===== config.mk =====
export PLATFORM = sky130hd
export DESIGN_NAME = ifmap_skew_feeder
export DESIGN_NICKNAME = d
export VERILOG_FILES = /design/src/rtl/ifmap_feeder_pkg.sv /design/src/rtl/ifmap_skew_feeder_skew_line.sv /design/src/rtl/ifmap_skew_feeder.sv
export SDC_FILE = /design/constraint.sdc
export NUM_CORES = 1
export LEC_CHECK = 0
export CAP_MARGIN = 20
export CORE_ASPECT_RATIO = 1.5
export CORE_MARGIN = 2
export CORE_UTILIZATION = 50
export CTS_CLUSTER_DIAMETER = 80
export DETAILED_ROUTE_END_ITERATION = 8
export PLACE_DENSITY_LB_ADDON = 0.15
export SYNTH_ARGS = -nofsm -noshare
export SYNTH_HDL_FRONTEND = slang
export SYNTH_SLANG_ARGS = --single-unit

===== constraint.sdc =====
create_clock -name iClk -period 2.4 [get_ports iClk]
set_input_delay 0.24 -clock iClk [delete_from_list [all_inputs] [get_ports iClk]]
set_output_delay 0.24 -clock iClk [all_outputs]
set_load 0.02 [all_outputs]

===== src/rtl/ifmap_feeder_pkg.sv =====
// Shared types and constants for the ifmap skew feeder.
// Latency: n/a (declarations only).
// Backpressure: n/a.
package ifmap_feeder_pkg;

    typedef enum logic [1:0] {
        IDLE   = 2'd0,
        STREAM = 2'd1,
        DRAIN  = 2'd2
    } feeder_state_e;

    localparam int DEF_DATA_WIDTH = 8;
    localparam int DEF_ROWS       = 4;

    // LSB position of lane 'lane' in a packed vector of 'width'-bit lanes
    function automatic int unsigned lane_lsb(input int unsigned lane, input int unsigned width);
        return lane * width;
    endfunction

endpackage


===== src/rtl/ifmap_skew_feeder_skew_line.sv =====
// Shift chain of {valid, data} registers delaying one lane by Depth cycles.
// Latency: Depth cycles from vld_i/dat_i to vld_o/dat_o.
// Backpressure: none; hold_i freezes every stage in place.
module skew_line #(
    parameter int Data_width = 8,
    parameter int Depth      = 1
) (
    input  logic                  clk_i,
    input  logic                  rst_ni,
    input  logic                  hold_i,
    input  logic                  vld_i,
    input  logic [Data_width-1:0] dat_i,
    output logic                  vld_o,
    output logic [Data_width-1:0] dat_o
);

    logic [Depth-1:0]                 vld_q, vld_d;
    logic [Depth-1:0][Data_width-1:0] dat_q, dat_d;

    // Next stage contents: shift by one unless held
    always_comb begin
        vld_d = vld_q;
        dat_d = dat_q;
        if (!hold_i) begin
            vld_d[0] = vld_i;
            dat_d[0] = dat_i;
            for (int i = 1; i < Depth; i++) begin
                vld_d[i] = vld_q[i-1];
                dat_d[i] = dat_q[i-1];
            end
        end
    end

    // Chain registers, cleared on reset so in-flight data is discarded
    always_ff @(posedge clk_i or negedge rst_ni) begin
        if (!rst_ni) begin
            vld_q <= '0;
            dat_q <= '0;
        end else begin
            vld_q <= vld_d;
            dat_q <= dat_d;
        end
    end

    assign vld_o = vld_q[Depth-1];
    assign dat_o = dat_q[Depth-1];

endmodule


===== src/rtl/ifmap_skew_feeder.sv =====
// Feeds ifmap column vectors into the PE array left edge with row r delayed r cycles; optional stall via FEEDER_STALL_EN.
// Latency: vector accepted at edge t reaches row r in cycle t+1+r; tile_done in cycle t+Rows after the last vector.
// Backpressure: s_ready drops for Rows cycles while the last vector drains (and during iStall when enabled); no backpressure from the array.
module ifmap_skew_feeder
    import ifmap_feeder_pkg::*;
#(
    parameter int Data_width = DEF_DATA_WIDTH,
    parameter int Rows       = DEF_ROWS,
    parameter int Cnt_width  = $clog2(Rows) + 1
) (
    input  logic                       iClk,
    input  logic                       iRest_n,
`ifdef FEEDER_STALL_EN
    input  logic                       iStall,
`endif
    input  logic                       s_valid,
    output logic                       s_ready,
    input  logic [Rows*Data_width-1:0] s_data,
    input  logic                       s_last,
    output logic [Rows*Data_width-1:0] Ifmap_t_array,
    output logic [Rows-1:0]            enable_in,
    output logic                       tile_done,
    output logic                       busy
);

    localparam logic [Cnt_width-1:0] CNT_LOAD = Cnt_width'(Rows - 1);

    feeder_state_e        state_q, state_d;
    logic [Cnt_width-1:0] cnt_q, cnt_d;
    logic                 stall;
    logic                 accept;

`ifdef FEEDER_STALL_EN
    assign stall = iStall;
`else
    assign stall = 1'b0;
`endif

    assign s_ready   = (state_q != DRAIN) && !stall;
    assign accept    = s_valid && s_ready;
    assign busy      = (state_q != IDLE);
    assign tile_done = (state_q == DRAIN) && (cnt_q == '0) && !stall;

    // One delay chain per row; bubbles carry zero data so the output is zero when not enabled
    for (genvar r = 0; r < Rows; r++) begin : g_lane
        logic [Data_width-1:0] lane_in;
        logic [Data_width-1:0] lane_out;
        logic                  lane_vld;

        assign lane_in = accept ? s_data[lane_lsb(r, Data_width) +: Data_width] : '0;

        skew_line #(
            .Data_width (Data_width),
            .Depth      (r + 1)
        ) u_skew_line (
            .clk_i  (iClk),
            .rst_ni (iRest_n),
            .hold_i (stall),
            .vld_i  (accept),
            .dat_i  (lane_in),
            .vld_o  (lane_vld),
            .dat_o  (lane_out)
        );

        assign enable_in[r] = lane_vld && !stall;
        assign Ifmap_t_array[lane_lsb(r, Data_width) +: Data_width] = stall ? '0 : lane_out;
    end

    // Tile tracking: stream until the last vector, then count it down through the deepest row
    always_comb begin
        state_d = state_q;
        cnt_d   = cnt_q;
        if (!stall) begin
            case (state_q)
                IDLE, STREAM: begin
                    if (accept) begin
                        if (s_last) begin
                            state_d = DRAIN;
                            cnt_d   = CNT_LOAD;
                        end else begin
                            state_d = STREAM;
                        end
                    end
                end
                DRAIN: begin
                    if (cnt_q == '0) begin
                        state_d = IDLE;
                    end else begin
                        cnt_d = cnt_q - Cnt_width'(1);
                    end
                end
                default: begin
                    state_d = IDLE;
                    cnt_d   = '0;
                end
            endcase
        end
    end

    // State and drain counter registers
    always_ff @(posedge iClk or negedge iRest_n) begin
        if (!iRest_n) begin
            state_q <= IDLE;
            cnt_q   <= '0;
        end else begin
            state_q <= state_d;
            cnt_q   <= cnt_d;
        end
    end

endmodule


==> results.cfg <==
[timing]
final_setup_tns_ps = 0
final_critical_path_required_period_ps = 2117
final.period_utilization_pct = 88.21
worst_pin_slew_ps = 648.9
report.final.setup_viol = 0
fin_worst_skew_ps = 6.608
number_of_pins_with_negative_max_slew_slack_in_the_final_report = 0
worst_slew_margin_rel_pct = 56.74
grt_setup_unrepaired = no
achievable-frequency_ghz = 0.4724
timing.final.hold_violations = 0

[run]
max-cap-violations = 0

[worst_setup_path]
worst_path_max_delay_cell = sky130_fd_sc_hd__clkdlybuf4s50_1
timing.rr.start = cnt_q[0]
worst_path_dominant_cell_family = buffers and inverters
crit_arrival_ps = 1880
timing.critical_path.required_ps = 2160
critical_path.max_fanout = 3
start_kind = flop
worstPathCellList = inv_1 > ha_1 > nand2b_1 > nor2_1 > clkdlybuf4s50_1
timing_worst_setup_path_type = flop to output pin
crit_path_max_incr_delay_ps = 610
critPathCaptureType = output pin
worst-path-buf-inv = 2
crit_start = cnt_q[0]

[cts]
worst_setup_hold_path_clk_slew_ps = 80
postCtsResizedCells = 0
postCtsSetupRepairBufs = 0
cts_root_buf = sky130_fd_sc_hd__clkbuf_8
cts_tree = built
cts-buffers-inserted = 9
cts.path.max_buffers = 2
clock_sink_count = 89
cts.htree.levels = 3
clock_latency_on_the_worst_skew_pair_ps = 340

[route]
initialDrtViolationCount = 53
ant_nets = 0
drt-vias-per-instance = 4.695
drcViolationCount = 0
detail_route.wl_per_cell_um = 14.28
routed-via-count = 1432
detail_route.wirelength_um = 4356
drtPass1Iterations = 4

[pwr]
pwr-share-clk_pct = 26.4
p_switching_uw = 961.3
p_int_uw = 2609
power_leakage_uw = 0.001807
share_comb_of_total_power_pct = 21.9
vdd_ir_drop_max_mv = 0.8180
reg_power_share_pct = 51.7
netSwitchingFraction_pct = 26.93
cellPowerDensity_mw_per_mm2 = 982.2

[hold_path]
worstHoldStart = g_lane[1].u_skew_line.dat_q[4]
min-delay-path-class = flop to flop

[cells_and_area]
design.final.nets = 271
finalInstanceArea_mm2 = 0.003635
drive_gt1_share_pct = 8.439
n_antenna_cell = 0
nFillCells = 384
syn2layout_area_growth_pct = 36.39

[yosys]
synth_commonest_cells = sky130_fd_sc_hd__dfrtp_1 (89), sky130_fd_sc_hd__and3_1 (32), sky130_fd_sc_hd__buf_4 (4)
dominant_register_cell_in_the_synthesized_netlist = sky130_fd_sc_hd__dfrtp_1
yosysTopAreaCellShare_pct = 83.57
combinational_family_with_the_most_area_after_synthesis = simple AND/OR/NAND/NOR gates
synth_seq_cells = 89
syn-cell-area_mm2 = 0.002665
per_instance_average_area_after_synthesis_um2 = 17.19
number_of_cells_produced_by_synthesis = 155
synth_fp_nets = 193
synth.distinct_cells = 23
synthesized_area_fraction_occupied_by_ao_oa_aoi_and_oai_cells_pct = 2.723
netlist_top_cells_area = sky130_fd_sc_hd__dfrtp_1 (84%), sky130_fd_sc_hd__and3_1 (7.5%), sky130_fd_sc_hd__buf_4 (1.1%)
synthSimpleGateAreaFrac_pct = 9.343
cell_with_the_most_instances_after_synthesis = sky130_fd_sc_hd__dfrtp_1
seq_area_frac_synth_pct = 83.57
synth_top_cell_by_area = sky130_fd_sc_hd__dfrtp_1
synth_xor_xnor_area_share_pct = 0
adder_cell_share_of_the_synthesized_area_pct = 0.9390
synth_edf_count = 0
async_reset_ff_share_pct = 100.0
muxShareOfSynthArea_pct = 0
synth-warning-count = 0

[grt]
number_of_global_route_vias_before_repair = 1514
grtUsageTotal_pct = 17.03
grt_overflow = 0
grt_pass1_wl_um = 7258
number_of_antenna_violations_at_the_first_check_in_global_routing = 0
grt_start_max_net_pins = 54

[placed_design]
port-buffer-count = 74
place_congestion = 0.6635
dp.final_hpwl_um = 3005
dpl_cell_area_mm2 = 0.003440

[die]
initial_utilization_pct = 52.00
floorplan.die.width_um = 63.61
ioPinCount = 75
die_area_mm2 = 0.005942
fp.coreArea_mm2 = 0.005125
fp-row-count = 32
floorplan.die.height_um = 93.42

[run_status]
status = finished clean
## path summary, 6_finish.rpt
path	depth (start not counted)	endpoint	slack (ps)
worst max-delay path	5	tile_done	280
worst min-delay path	0	g_lane[1].u_skew_line.dat_o[4]	350
worst max register to register	5	cnt_q[1]	1070
worst min register to register	0	g_lane[1].u_skew_line.dat_o[4]	350
max in group asynchronous	3	g_lane[1].u_skew_line.dat_o[1]	1310
min in group asynchronous	2	g_lane[3].u_skew_line.dat_q[13]	470
## what timing repair did
item                                   4_1_cts  5_1_grt
hold buffers                                 1        0
endpoints found under the hold margin       52        0
setup endpoints to repair                    0        0
## metal layers
metal  GRT usage [%]  up-vias  part of all wire, %  wire length [um]
met4           9.239        0                  1.0                45
met5               0        -                    0                 0
met2           27.81       48                   56              2426
met1           19.04      719                   37              1609
li1                -      661                    -                 -
met3           6.739        4                  6.3               274
## kinds of logic (layout without fill, tap and decap cells)
group / count (synthesis) / count (layout)
and+or+nand+nor: 41 / 41
DFF: 89 / 89
AOI/OAI and AO/OA: 10 / 10
buffers and inverters: 13 / 95
adders and majority gates: 2 / 2
## layout make-up
| type | count | area, um^2 | area share (%) |
|---|---|---|---|
| multi-input cells | 53 | 346.6 | 9.535 |
| flip-flops and latches | 89 | 2227 | 61.27 |
| clock buffers | 10 | 127.6 | 3.511 |
| inverters | 2 | 7.507 | 0.2065 |
| clock inverters | 5 | 57.56 | 1.583 |
| well taps | 68 | 85.08 | 2.341 |
| repair buffers | 78 | 783.3 | 21.55 |
## power by group through the flow
stage	Clock (uW)	Combinational (uW)	Sequential, uW
2_1_floorplan	0	364	1960
3_3_place_gp	0	748	1850
3_5_place_dp	0	787	1880
4_1_cts	972	791	1850
5_1_grt	1030	839	1880
6_report	941	782	1850
## registers in the layout, summed over array words and instances, names as in the netlist
name,count
g_lane.u_skew_line.vld_q,4
g_lane.u_skew_line.dat_q,48
g_lane.u_skew_line.dat_o,32
state_q,2
cnt_q,3
## stage by stage
step           std cells  power [uW]  setup WS [ps]  util (%)  hold slack, ps
5_1_grt              305        3748          182.5     70.92           357.8
3_5_place_dp         289        2666          670.1     67.11           311.5
3_3_place_gp         289        2602          746.3     67.11           291.3
4_1_cts              305        3613          262.2     70.92           350.6
2_1_floorplan        155        2321           1024         -          -55.59
6_report             305        3570          283.1     70.92           349.2
## cell usage in the layout, fill, tap and decap left out, types with 2 or more instances in the layout
cell type,n
sky130_fd_sc_hd__a21oi_1,2
sky130_fd_sc_hd__nor2_1,2
sky130_fd_sc_hd__clkdlybuf4s50_1,73
sky130_fd_sc_hd__nand2_1,2
sky130_fd_sc_hd__clkinv_2,2
sky130_fd_sc_hd__inv_1,2
sky130_fd_sc_hd__clkinv_4,2
sky130_fd_sc_hd__dfrtp_1,89
sky130_fd_sc_hd__and3_1,32
sky130_fd_sc_hd__a21o_1,2
sky130_fd_sc_hd__ha_1,2
sky130_fd_sc_hd__clkbuf_8,9
sky130_fd_sc_hd__buf_4,3
sky130_fd_sc_hd__a2bb2oi_1,2
Power figures use the tool's default switching activity.
